**src/rtl/rdy_ack_word_packer_pkg.sv**
```systemverilog
// Shared defaults for the narrow-to-wide rdy/ack word packer.
// Widths are derived from these in the interface and the packer itself.
package rdy_ack_word_packer_pkg;

  localparam int DEF_DW_M1 = 7;
  localparam int DEF_RATIO = 4;
  localparam int DEF_CW_M1 = 1;

endpackage

```
**src/rtl/rdy_ack_word_packer_if.sv**
```systemverilog
// Handshake bundle around the packer: narrow beat input side, wide word output side,
// plus the lane counter brought out so checkers can observe word-fill progress.
interface rdy_ack_word_packer_if
  import rdy_ack_word_packer_pkg::*;
#(
  parameter int DW_M1 = DEF_DW_M1,
  parameter int RATIO = DEF_RATIO,
  parameter int CW_M1 = DEF_CW_M1
);

  localparam int LW = DW_M1 + 1;
  localparam int WW = RATIO * LW;
  localparam int CW = CW_M1 + 1;

  // Both sides: a transfer happens on the rising edge where rdy & ack are high.
  // The producer holds data/last/keep stable while rdy is high and ack is low,
  // and never withdraws rdy before the transfer.
  logic          i_rdy;
  logic          i_ack;
  logic [LW-1:0] i_data;
  logic          i_last;
  logic          o_rdy;
  logic          o_ack;
  logic [WW-1:0] o_data;
  logic [RATIO-1:0] o_keep;
  logic          o_last;
  logic [CW-1:0] lane_cnt;

  modport master (
    output i_rdy, i_data, i_last, o_ack,
    input  i_ack, o_rdy, o_data, o_keep, o_last, lane_cnt
  );

  modport slave (
    input  i_rdy, i_data, i_last, o_ack,
    output i_ack, o_rdy, o_data, o_keep, o_last, lane_cnt
  );

endinterface

```
**src/rtl/rdy_ack_word_packer.sv**
```systemverilog
// Packs RATIO narrow beats (lane 0 at LSBs) into one registered wide word;
// i_last closes a partial word early with a contiguous lane mask.
module rdy_ack_word_packer
  import rdy_ack_word_packer_pkg::*;
#(
  parameter int DW_M1 = DEF_DW_M1,
  parameter int RATIO = DEF_RATIO,
  parameter int CW_M1 = DEF_CW_M1
) (
  input  logic                  clk,
  input  logic                  rst_n,
  rdy_ack_word_packer_if.slave  bus
);

  localparam int LW = DW_M1 + 1;
  localparam int WW = RATIO * LW;
  localparam int CW = CW_M1 + 1;
  localparam logic [CW-1:0] LAST_LANE = CW'(RATIO - 1);

  logic [CW-1:0]    cnt_q,    cnt_d;
  logic [WW-1:0]    acc_q,    acc_d;
  logic [RATIO-1:0] mask_q,   mask_d;
  logic             o_rdy_q,  o_rdy_d;
  logic [WW-1:0]    o_data_q, o_data_d;
  logic [RATIO-1:0] o_keep_q, o_keep_d;
  logic             o_last_q, o_last_d;

  logic             i_ack_c;
  logic             i_deal;
  logic             o_deal;
  logic             word_done;
  logic [WW-1:0]    merged_data;
  logic [RATIO-1:0] merged_keep;

  // Input side may accept whenever the output register is empty or draining this cycle.
  always_comb begin
    i_ack_c   = !o_rdy_q | bus.o_ack;
    i_deal    = bus.i_rdy & i_ack_c;
    o_deal    = o_rdy_q & bus.o_ack;
    word_done = i_deal & ((cnt_q == LAST_LANE) | bus.i_last);
  end

  // Accumulator with the current beat dropped into its lane.
  always_comb begin
    merged_data = acc_q;
    merged_keep = mask_q;
    for (int l = 0; l < RATIO; l++) begin
      if (cnt_q == CW'(l)) begin
        merged_data[l*LW +: LW] = bus.i_data;
        merged_keep[l]          = 1'b1;
      end
    end
  end

  always_comb begin
    cnt_d    = cnt_q;
    acc_d    = acc_q;
    mask_d   = mask_q;
    o_rdy_d  = o_rdy_q;
    o_data_d = o_data_q;
    o_keep_d = o_keep_q;
    o_last_d = o_last_q;
    if (o_deal) begin
      o_rdy_d = 1'b0;
    end
    // Completion wins over a same-cycle drain, giving back-to-back words.
    if (word_done) begin
      o_rdy_d  = 1'b1;
      o_data_d = merged_data;
      o_keep_d = merged_keep;
      o_last_d = bus.i_last;
      cnt_d    = '0;
      acc_d    = '0;
      mask_d   = '0;
    end else if (i_deal) begin
      cnt_d  = cnt_q + CW'(1);
      acc_d  = merged_data;
      mask_d = merged_keep;
    end
  end

  always_ff @(posedge clk or negedge rst_n) begin
    if (!rst_n) begin
      cnt_q    <= '0;
      acc_q    <= '0;
      mask_q   <= '0;
      o_rdy_q  <= 1'b0;
      o_data_q <= '0;
      o_keep_q <= '0;
      o_last_q <= 1'b0;
    end else begin
      cnt_q    <= cnt_d;
      acc_q    <= acc_d;
      mask_q   <= mask_d;
      o_rdy_q  <= o_rdy_d;
      o_data_q <= o_data_d;
      o_keep_q <= o_keep_d;
      o_last_q <= o_last_d;
    end
  end

  assign bus.i_ack    = i_ack_c;
  assign bus.o_rdy    = o_rdy_q;
  assign bus.o_data   = o_data_q;
  assign bus.o_keep   = o_keep_q;
  assign bus.o_last   = o_last_q;
  assign bus.lane_cnt = cnt_q;

endmodule
```
**src/flat_wrapper.sv**
```systemverilog
// flat-port wrapper written by rule: the top's interface ports become plain ports
module rdy_ack_word_packer_flat import rdy_ack_word_packer_pkg::*;
#(
  parameter int DW_M1 = DEF_DW_M1,
  parameter int RATIO = DEF_RATIO,
  parameter int CW_M1 = DEF_CW_M1
)
  (clk, rst_n, bus_i_rdy, bus_i_data, bus_i_last, bus_o_ack, bus_i_ack, bus_o_rdy, bus_o_data, bus_o_keep, bus_o_last, bus_lane_cnt);
  rdy_ack_word_packer_if #(.DW_M1(DW_M1), .RATIO(RATIO), .CW_M1(CW_M1)) bus_i ();
  input  logic clk;
  input  logic rst_n;
  input wire logic [$bits(bus_i.i_rdy)-1:0] bus_i_rdy;
  input wire logic [$bits(bus_i.i_data)-1:0] bus_i_data;
  input wire logic [$bits(bus_i.i_last)-1:0] bus_i_last;
  input wire logic [$bits(bus_i.o_ack)-1:0] bus_o_ack;
  output wire logic [$bits(bus_i.i_ack)-1:0] bus_i_ack;
  output wire logic [$bits(bus_i.o_rdy)-1:0] bus_o_rdy;
  output wire logic [$bits(bus_i.o_data)-1:0] bus_o_data;
  output wire logic [$bits(bus_i.o_keep)-1:0] bus_o_keep;
  output wire logic [$bits(bus_i.o_last)-1:0] bus_o_last;
  output wire logic [$bits(bus_i.lane_cnt)-1:0] bus_lane_cnt;
  assign bus_i.i_rdy = bus_i_rdy;
  assign bus_i.i_data = bus_i_data;
  assign bus_i.i_last = bus_i_last;
  assign bus_i.o_ack = bus_o_ack;
  assign bus_i_ack = bus_i.i_ack;
  assign bus_o_rdy = bus_i.o_rdy;
  assign bus_o_data = bus_i.o_data;
  assign bus_o_keep = bus_i.o_keep;
  assign bus_o_last = bus_i.o_last;
  assign bus_lane_cnt = bus_i.lane_cnt;
  rdy_ack_word_packer #(.DW_M1(DW_M1), .RATIO(RATIO), .CW_M1(CW_M1)) u_core (.clk(clk), .rst_n(rst_n), .bus(bus_i));
endmodule
```
**config.mk**
```make
export PLATFORM = sky130hd
export DESIGN_NAME = rdy_ack_word_packer_flat
export DESIGN_NICKNAME = d
export VERILOG_FILES = /design/src/rtl/rdy_ack_word_packer_pkg.sv /design/src/rtl/rdy_ack_word_packer_if.sv /design/src/rtl/rdy_ack_word_packer.sv /design/src/flat_wrapper.sv
export SDC_FILE = /design/constraint.sdc
export NUM_CORES = 1
export LEC_CHECK = 0
export ABC_AREA = 0
export CAP_MARGIN = 10
export CORE_MARGIN = 3
export CORE_UTILIZATION = 35
export CTS_BUF_LIST = sky130_fd_sc_hd__clkbuf_16
export CTS_CLUSTER_DIAMETER = 150
export DETAILED_ROUTE_END_ITERATION = 16
export DONT_BUFFER_PORTS = 1
export HOLD_SLACK_MARGIN = 0.03
export SYNTH_ARGS = -nofsm -noshare
export SYNTH_HDL_FRONTEND = slang
export SYNTH_SLANG_ARGS = --single-unit
export TNS_END_PERCENT = 30
```
**constraint.sdc**
```tcl
create_clock -name clk -period 2.4 [get_ports clk]
set_input_delay 0.72 -clock clk [delete_from_list [all_inputs] [get_ports clk]]
set_output_delay 0.72 -clock clk [all_outputs]
set_load 0.01 [all_outputs]
```
# Word-level counts from Yosys, hierarchy flattened
# Cells that the tools add are included.
# word_totals
register_bits,76
in_bits,13
output_inout_bits,41
# classes
n_mux,16
reduce_logical,4
n_addsub,1
eq_ne,3
n_bitwise,5
# ops
operator,count
32-bit 2-to-1 mux,2
8-bit 2-to-1 mux,4
4-bit 2-to-1 mux,2
1-bit 2-to-1 mux,6
2-bit equality test (second input constant),2
2-bit 2-to-1 mux,2
2-bit nonzero test,2
1-bit bitwise AND,3
2-bit by 1-bit adder with 2-bit output (second input constant),1
2-bit by 1-bit equality test with 1-bit output (second input constant),1
2-bit zero test,1
1-bit OR,2
1-bit zero test,1

# Depth between registers and ports, before layout
# Gate-level depths: netlist of run 1.
# logic_depth
depth_word,5
depth_mapped,7

# Worst setup path after synthesis of run 1
# Ideal clock, no wire load.
# synth_path
path_kind,input -> output
from,input bus_o_ack
to,output bus_i_ack
stages,3
slack_ps,358
arrival_ps,1322
path_cell_list,nand2b_1 > buf_2 > buf_2
# synth_between
elab_chain_cells,1
# synth_rtl
element,line_no,text
start: declaration,flat_wrapper.sv:15,input wire logic [$bits(bus_i.o_ack)-1:0] bus_o_ack;
1-bit OR,rdy_ack_word_packer.sv:37,i_ack_c = !o_rdy_q | bus.o_ack;
end: declaration,flat_wrapper.sv:16,output wire logic [$bits(bus_i.i_ack)-1:0] bus_i_ack;
# No other way between the ends.

# Final worst setup path of run 1
# layout_path
from,"register u_core.cnt_q[0], in the netlist u_core.bus.lane_cnt[0]"
to,register u_core.acc_q[5]
# layout_between
elab_chain_cells,4
word_cells_on_any_way,8
classes_between,eq/ne (1); mux (3); bitwise (2); reduce/logical (2)
# layout_rtl
element,line_no,text
start: declaration,rdy_ack_word_packer.sv:20,"logic [CW-1:0] cnt_q, cnt_d;"
start signal: assignment,rdy_ack_word_packer.sv:92,cnt_q <= cnt_d;
2-bit equality test / 2-bit zero test (equally long branches),"rdy_ack_word_packer.sv:40, rdy_ack_word_packer.sv:48",
1-bit OR / 8-bit 2-to-1 mux (equally long branches),"rdy_ack_word_packer.sv:40, rdy_ack_word_packer.sv:48",
1-bit bitwise AND / 32-bit 2-to-1 mux (equally long branches),"rdy_ack_word_packer.sv:40, rdy_ack_word_packer.sv:75",
32-bit 2-to-1 mux / 2-bit nonzero test (equally long branches),-,
end signal: assignment,rdy_ack_word_packer.sv:85,acc_q <= '0;
end signal: assignment,rdy_ack_word_packer.sv:93,acc_q <= acc_d;
end: declaration,rdy_ack_word_packer.sv:21,"logic [WW-1:0] acc_q, acc_d;"
# Several ways; a longest one is shown, not always the timed one. The select of a mux whose other input is x is not followed.
# A chain may end at the register's enable or synchronous reset.

==> impl_metrics.py, run 1 <==
metrics = {
    "synthesis": {
        "syn_avg_cell_area_um2": 12.3,
        "synth_edf_count": 0,
        "synth_top_area_share_pct": 56.4,
        "postSynthCellCount": 275,
        "synth_commonest_cells": "dfrtp_1, a31oi_1, mux2i_1",
        "async_reset_ff_share_pct": 100,
        "yosysMostFrequentCell": "dfrtp_1",
        "synth_nets": 292,
        "synth.distinct_cells": 25,
        "syn_area_mm2": 0.00337,
        "yosys-top-cells-area": "dfrtp_1, mux2i_1, a31oi_1",
        "yosysSeqAreaShare_pct": 56.4,
        "synth-seq-cells": 76,
        "synth_ff_type": "dfrtp_1",
        "synth_top_area_cell": "dfrtp_1",
        "synth_warnings": 0,
    },
    "cts": {
        "ctsHoldBuffers": 0,
        "clock-sinks": 76,
        "post_cts_buffers": 0,
        "postCtsResizedCells": 0,
        "worstSkewPairLatency_ns": 0.33,
        "clk_pin_slew_ns": 0.06,
        "htreeDepth": 3,
        "cts.path.max_buffers": 2,
        "root_buffer": "clkbuf_16",
        "numCtsBuffers": 9,
        "cts_tree": "done",
    },
    "worst_setup_path": {
        "start_kind": "register",
        "crit_chain": "ha_1 -> buf_4 -> nor2_1 -> and4_1 -> a22o_1",
        "worstPathMaxFanout": 9,
        "cp_data_arrival_time_ns": 2.25,
        "worst-path-buf-inv": 1,
        "max_stage_delay_ns": 0.47,
        "critical_path_class": "reg -> reg",
        "critical_path_required_ns": 2.66,
        "end_kind": "register",
        "slowest_stage": "and4_1",
        "path_delay_family": "simple AND/OR/NAND/NOR gates",
    },
    "cells_and_area": {
        "areaGrowthSynthToFinish_pct": 13.0,
        "drive_gt1_share_pct": 17.6,
        "num_antenna_cells": 0,
        "design_area_mm2": 0.00381,
        "fin_nets": 284,
    },
    "global_routing": {
        "antenna_found_initial": 0,
        "grt_max_degree": 77,
        "grtUsageTotal_pct": 16.0,
        "grt_pass1_vias": 2356,
        "grt_pass1_wl_um": 13600,
        "grt.overflow.total": 0,
    },
    "detailed_routing": {
        "num_vias": 2258,
        "drt-initial-drc-count": 111,
        "via_per_inst": 5.63,
        "ant_nets": 0,
        "drc": 0,
        "wl_per_cell_um": 20.8,
        "wirelength_um": 8340,
        "drt-pass1-iter-count": 4,
    },
    "power": {
        "ir_drop_v": 0.000689,
        "powerDensity_mw_per_mm2": 1100,
        "p_leak_nw": 1.62,
    },
    "placed_design": {
        "place.gp.congestion": 0.720,
        "numPortBuffers": 0,
        "dp_hpwl_um": 5350,
        "placed_area_mm2": 0.00345,
    },
    "sta": {
        "finalSetupTns_ns": 0,
        "setup_viol": 0,
        "worstMarginPinSlew_ns": 0.550,
        "skew_ns": 0.00553,
        "max-slew-margin-rel_pct": 63.3,
        "rsz0062_at_grt": "false",
        "max_freq_ghz": 0.503,
        "period_needed_ns": 1.99,
        "slew_violations": 0,
        "hold_viol_final": 0,
        "timing.final.crit_share_pct": 82.8,
    },
    "run_status": {
        "status": "completed",
    },
    "floorplanning": {
        "die_y_um": 104,
        "fp-row-count": 35,
        "die_area_mm2": 0.0109,
        "initial_core_util_pct": 36.3,
        "core_mm2": 0.00928,
        "ios": 54,
        "die_w_um": 104,
    },
    "run": {
        "drv_cap": 0,
    },
    "hold_path": {
        "hp-class": "in -> async",
    },
}
## metrics by stage
step	utilization (%)	instances	hold slack (ns)	total power, mW	worst slack (ns)
2_1_floorplan	-	275	0.424	2.39	0.358
4_1_cts	41.1	401	0.0777	4.22	0.424
5_1_grt	41.1	401	0.0709	4.37	0.253
3_3_place_gp	37.1	385	0.427	2.55	0.479
3_5_place_dp	37.1	385	0.426	2.57	0.446
6_report	41.1	401	0.0843	4.17	0.413
## flip-flops by register name, indices dropped and copies added (netlist names)
signal / flops
u_core.acc_q: 32
u_core.bus.o_data: 32
u_core.bus.o_keep: 4
u_core.mask_q: 4
u_core.bus.lane_cnt: 2
u_core.bus.o_last: 1
u_core.bus.o_rdy: 1
## worst paths after layout
path,startpoint,end,slack [ns],cells after the start
worst min register to register,u_core.acc_q[24],u_core.acc_q[24],0.49,1
worst max-delay path,u_core.bus.lane_cnt[0],u_core.acc_q[5],0.41,5
worst max register to register,u_core.bus.lane_cnt[0],u_core.acc_q[5],0.41,5
min in group clk,u_core.acc_q[24],u_core.acc_q[24],0.49,1
max in group asynchronous,rst_n,u_core.acc_q[11],2.19,0
worst min-delay path,rst_n,u_core.bus.o_data[5],0.08,0
## worst register-to-register path: cells and delay by family (launching register included)
family / cells / cell delay, ns
flops: 1 / 0.45
buf+inv: 1 / 0.21
simple gates: 2 / 0.78
compound gates: 1 / 0.22
fa+ha+maj: 1 / 0.27
## cells in the final DEF, fill, tap and decap left out, drive strengths merged, types with 2 or more instances in the layout
cell type / synthesis / final
a21oi: 36 / 36
a22o: 25 / 25
a31oi: 38 / 38
and2: 10 / 10
and4: 3 / 3
buf: 21 / 8
bufinv: 0 / 4
clkbuf: 6 / 9
dfrtp: 76 / 76
ha: 4 / 4
inv: 2 / 3
mux2i: 33 / 33
nand3: 2 / 2
nor2: 8 / 8
o211ai: 3 / 3
## cells by family after synthesis
| family | share of synthesized area [%] |
|---|---|
| compound gates | 22.6 |
| flops | 56.4 |
| simple gates | 5.05 |
| buf+inv | 4.71 |
| mux | 9.79 |
| fa+ha+maj | 1.48 |
## report_power, final
group          total (mW)  switching, mW  internal, mW
sequential           1.84          0.294          1.55
clock                1.64          0.520          1.12
combinational       0.692          0.379         0.313
## cell type report
class,count,area (um^2)
clock buffers,9,225
clock inverters,7,140
fillers,918,5470
inverters,2,7.51
multi-input cells,170,1320
flip-flops and latches,76,1900
well taps,129,161
repair buffers,8,60.1
## routing by layer
metal  part of all wire (%)  vias to the layer above  global-route usage (%)  wire (um)
li1                       -                     1013                       -          -
met1                     44                     1170                    20.6       3690
met2                     47                       66                    25.0       3910
met3                    7.0                        9                    6.21        584
met4                    1.9                        0                    4.75        157
met5                      0                        -                       0          0
Note: power is estimated with default switching activity, not from simulation.
==> run 2: changes to the inputs <==
Clock period 2.4 ns to 2 ns, I/O delays scaled along.
==> run 2 against run 1 <==
  * The run now ends with hold timing left
  * Setup slack got worse by 0.15 ns
  * Power increased by 14%
  * Cell count increased by 1.0%
  * First-iteration DRC count increased by 22%
  * Clock skew increased by 0.00064 ns
  * Global-route usage increased by 0.14 points
  * Largest power group unchanged
==> impl_metrics.py, run 2 (synthesis results as in run 1) <==
metrics = {
    "run_status": {
        "status": "finished, violations left",
        "violations": "hold timing",
    },
    "floorplanning": {
        "die_area_mm2": 0.0109,
        "fp-row-count": 35,
        "core_mm2": 0.00928,
        "ios": 54,
        "initial_core_util_pct": 36.3,
        "die_w_um": 104,
        "die_y_um": 104,
    },
    "power": {
        "p_sw_share_pct": 30.0,
        "p_leak_nw": 1.62,
        "seq_power_share_pct": 46.2,
        "p_clk_share_pct": 35.5,
        "ir_drop_v": 0.000580,
        "switchingPower_mw": 1.43,
        "p_int_mw": 3.34,
        "combPwrFrac_pct": 18.3,
        "fin_total_pwr_mw": 4.77,
        "powerDensity_mw_per_mm2": 1250,
    },
    "cts": {
        "worstSkewPairLatency_ns": 0.33,
        "clk_pin_slew_ns": 0.06,
        "root_buffer": "clkbuf_16",
        "clock-sinks": 76,
        "numCtsBuffers": 9,
        "cts_tree": "done",
        "htreeDepth": 3,
        "cts.path.max_buffers": 2,
    },
    "cells_and_area": {
        "drive_gt1_share_pct": 19.2,
        "fin_nets": 289,
        "mostFrequentLayoutCell": "dfrtp_1",
        "final_cell_mix": "dfrtp_1, a31oi_1, mux2i_1",
        "multi_input_comb_area_mm2": 0.00132,
        "num_antenna_cells": 0,
        "num-fill-cells": 903,
        "areaGrowthSynthToFinish_pct": 12.9,
        "regArea_mm2": 0.00190,
    },
    "worst_setup_path": {
        "critical_path_class": "reg -> reg",
        "end_kind": "register",
        "worst-r2r-cell-count": 4,
        "r2r-end": "u_core.acc_q[7]",
        "worstPathMaxFanout": 8,
        "critical_path_required_ns": 2.26,
        "start_kind": "register",
        "regToRegSetupSlack_ns": 0.27,
        "r2r-start": "u_core.bus.lane_cnt[0]",
        "cp_data_arrival_time_ns": 2.00,
    },
    "sta": {
        "max_freq_ghz": 0.577,
        "rsz0062_at_grt": "false",
        "max-slew-margin-rel_pct": 72.7,
        "slew_violations": 0,
        "timing.final.crit_share_pct": 86.7,
        "hold-worst-slack_ns": -0.0361,
        "hold_viol_final": 76,
        "setup_viol": 0,
        "period_needed_ns": 1.73,
        "worstMarginPinSlew_ns": 0.409,
        "finalSetupTns_ns": 0,
        "skew_ns": 0.00616,
    },
    "global_routing": {
        "grt_pass1_vias": 2297,
        "grtUsageTotal_pct": 16.1,
        "antenna_found_initial": 0,
        "grt.overflow.total": 0,
        "grt_max_degree": 77,
        "grt_pass1_wl_um": 13700,
    },
    "placed_design": {
        "numPortBuffers": 0,
        "place.gp.congestion": 0.757,
        "dp_hpwl_um": 5530,
    },
    "detailed_routing": {
        "drt-pass1-iter-count": 4,
        "num_vias": 2259,
        "ant_nets": 0,
        "drc": 0,
        "via_per_inst": 5.58,
        "wl_per_cell_um": 20.7,
        "drt-initial-drc-count": 135,
        "wirelength_um": 8380,
    },
    "hold_path": {
        "hp-class": "in -> async",
    },
    "run": {
        "drv_cap": 0,
    },
}
[run 2: changes by cell type in the layout (fill, tap and decap cells not counted), sizes merged]
cell	delta
clkinv	+2
buf	+5
inv	-1
bufinv	-2
[run 2: cell type report]
type | count | share of cell area (%)
Sequential cell | 76 | 49.9
Multi-Input combinational cell | 170 | 34.7
Clock buffer | 9 | 5.91
Tap cell | 129 | 4.24
Timing Repair Buffer | 13 | 2.89
Clock inverter | 6 | 2.10
Inverter | 2 | 0.197
[run 2: repair_timing]
action	4_1_cts	5_1_grt
setup endpoints to repair	0	14
hold endpoints to repair	76	76
resized for setup	0	2
setup buffers	0	0
[run 2: power by group through the flow]
stage	sequential, mW	clock (mW)	combinational, mW
global route	2.26	1.78	0.966
global placement	2.24	0	0.850
detailed placement	2.24	0	0.875
CTS	2.22	1.72	0.875
floorplan	2.15	0	0.710
finish	2.21	1.69	0.871
[run 2: routing by layer]
metal,up-vias,track usage (%),part of all wire [%]
met3,9,6.21,7.2
met2,62,24.5,47
li1,1023,-,-
met5,-,0,0
met4,0,4.08,1.1
met1,1165,21.7,45
[run 2: critical path: stages, from the launching register on]
cell and delay, ns:
dfrtp_1 0.44, ha_1 0.28, nor2_1 0.29, and4_1 0.44, a22o_1 0.21
[run 2: worst max-delay path by stage]
stage	slack (ns)	startpoint	endpoint
after global routing	0.16	u_core.bus.lane_cnt[0]	u_core.acc_q[13]
after CTS	0.10	u_core.bus.lane_cnt[0]	u_core.bus.o_data[31]
after floorplan	0.20	bus_o_ack	bus_i_ack
after detailed placement	0.13	u_core.bus.lane_cnt[0]	u_core.bus.o_data[31]
final	0.27	u_core.bus.lane_cnt[0]	u_core.acc_q[7]
after global placement	0.21	u_core.bus.lane_cnt[0]	u_core.bus.o_keep[0]
[run 2: metrics by stage]
stage                     setup slack, ns  area, um^2  cells  utilization (%)
final                               0.266        3810    405             41.0
after global routing                0.156        3810    405             41.0
after CTS                           0.102        3800    405             40.9
after detailed placement            0.131        3500    390             37.7
after global placement              0.207        3500    390             37.7
after floorplan                     0.198        3370    275                -
==> run 3: changes to the inputs <==
Settings changed: RECOVER_POWER set to 100, SLEW_MARGIN set to 10.
==> run 3 against run 2 <==
  * The run still ends with hold timing left
  * Die area unchanged
  * Register-to-register slack worse by 0.03 ns
  * Design area down 0.62%
  * Setup slack worse by 0.032 ns
  * Critical endpoint is now u_core.bus.o_data[31]
  * Largest power group unchanged
==> impl_metrics.py, run 3 (synthesis results as in run 1) <==
metrics = {
    "worst_setup_path": {
        "worstPathMaxFanout": 18,
        "slowest_stage": "dfrtp_1",
        "worst-r2r-cell-count": 5,
        "worst-path-buf-inv": 1,
        "end_kind": "register",
        "path_delay_family": "simple AND/OR/NAND/NOR gates",
        "critical_path_required_ns": 2.25,
        "crit_cells": 5,
        "cp_data_arrival_time_ns": 2.01,
        "start_kind": "register",
        "crit_chain": "ha_1 -> or2_4 -> and3_1 -> buf_4 -> a21oi_1",
        "critical_path_class": "reg -> reg",
        "max_stage_delay_ns": 0.44,
    },
    "floorplanning": {
        "fp-row-count": 35,
        "die_y_um": 104,
        "initial_core_util_pct": 36.3,
        "die_area_mm2": 0.0109,
        "die_w_um": 104,
        "core_mm2": 0.00928,
        "ios": 54,
    },
    "cells_and_area": {
        "num_antenna_cells": 0,
        "final_cell_mix": "dfrtp_1, a31oi_1, mux2i_1",
        "utilization_pct": 40.8,
        "num-fill-cells": 910,
        "areaGrowthSynthToFinish_pct": 12.2,
        "fin_nets": 289,
        "mostFrequentLayoutCell": "dfrtp_1",
        "drive_gt1_share_pct": 18.1,
    },
    "detailed_routing": {
        "via_per_inst": 5.62,
        "drt-pass1-iter-count": 4,
        "drc": 0,
        "wl_per_cell_um": 20.7,
        "ant_nets": 0,
        "num_vias": 2277,
        "wirelength_um": 8370,
        "drt-initial-drc-count": 98,
    },
    "cts": {
        "clock-sinks": 76,
        "cts.path.max_buffers": 2,
        "root_buffer": "clkbuf_16",
        "clk_pin_slew_ns": 0.06,
        "post_cts_buffers": 0,
        "htreeDepth": 3,
        "cts_tree": "done",
        "worstSkewPairLatency_ns": 0.33,
        "numCtsBuffers": 9,
    },
    "global_routing": {
        "grt_max_degree": 77,
        "antenna_found_initial": 0,
        "grt_pass1_wl_um": 13700,
        "grt_pass1_vias": 2297,
        "grtUsageTotal_pct": 16.1,
        "grt.overflow.total": 0,
    },
    "sta": {
        "finalSetupTns_ns": 0,
        "max_freq_ghz": 0.566,
        "slew_violations": 0,
        "rsz0062_at_grt": "false",
        "max-slew-margin-rel_pct": 59.1,
        "worstMarginPinSlew_ns": 0.614,
        "timing.final.crit_share_pct": 88.3,
        "hold_viol_final": 76,
        "setup_viol": 0,
        "hold-worst-slack_ns": -0.0361,
        "skew_ns": 0.00649,
        "period_needed_ns": 1.77,
    },
    "power": {
        "powerDensity_mw_per_mm2": 1250,
        "p_leak_nw": 1.61,
        "ir_drop_v": 0.000563,
    },
    "run_status": {
        "violations": "hold timing",
        "status": "finished, violations left",
    },
    "placed_design": {
        "dp_hpwl_um": 5530,
        "place.gp.congestion": 0.757,
        "numPortBuffers": 0,
    },
    "hold_path": {
        "hp-class": "in -> async",
    },
    "run": {
        "drv_cap": 0,
    },
}
-- run 3: final timing paths --
check | startpoint | to | slack, ns
max | u_core.bus.lane_cnt[0] | u_core.bus.o_data[31] | 0.23
min | rst_n | u_core.mask_q[3] | -0.04
max reg2reg | u_core.bus.lane_cnt[0] | u_core.bus.o_data[31] | 0.23
min reg2reg | u_core.acc_q[24] | u_core.acc_q[24] | 0.48
max in group asynchronous | rst_n | u_core.bus.o_data[22] | 1.91
min in group clk | bus_i_data[7] | u_core.acc_q[23] | 0.41
-- run 3: where the power goes --
group | leakage, nW | internal [mW] | switching, mW
Sequential | 0.958 | 1.86 | 0.345
Combinational | 0.503 | 0.387 | 0.463
Clock | 0.146 | 1.07 | 0.614
-- run 3: layout make-up --
class                   instances  area [um^2]  area share, %
flip-flops and latches         76         1900           50.2
inverters                       2         7.51          0.198
clock buffers                   9          225           5.95
clock inverters                 6         80.1           2.12
well taps                     129          161           4.26
repair buffers                 13         96.3           2.55
multi-input cells             170         1310           34.7
-- run 3: worst reg2reg max path, stage by stage (launching register included) --
cell	delay (ns)
dfrtp_1	0.44
ha_1	0.28
or2_4	0.33
and3_1	0.24
buf_4	0.22
a21oi_1	0.17
-- run 3: routing by layer --
metal,up-vias,part of all wire [%],track usage [%]
met5,-,0,0
met4,0,0.87,4.08
met3,8,9.2,6.21
met2,85,47,24.5
met1,1156,43,21.7
li1,1028,-,-
-- run 3: timing repair --
item | 4_1_cts | 5_1_grt
hold endpoints to repair | 76 | 76
gates resized for setup | 0 | 2
endpoints found under the setup margin | 0 | 14
-- run 3: metrics by stage --
step	instance area (um^2)	power, mW	setup WS (ns)	cells
finish	3780	4.74	0.234	405
global route	3780	4.99	0.0806	405
CTS	3800	4.82	0.102	405
detailed placement	3500	3.12	0.131	390
global placement	3500	3.09	0.207	390
floorplan	3370	2.86	0.198	275
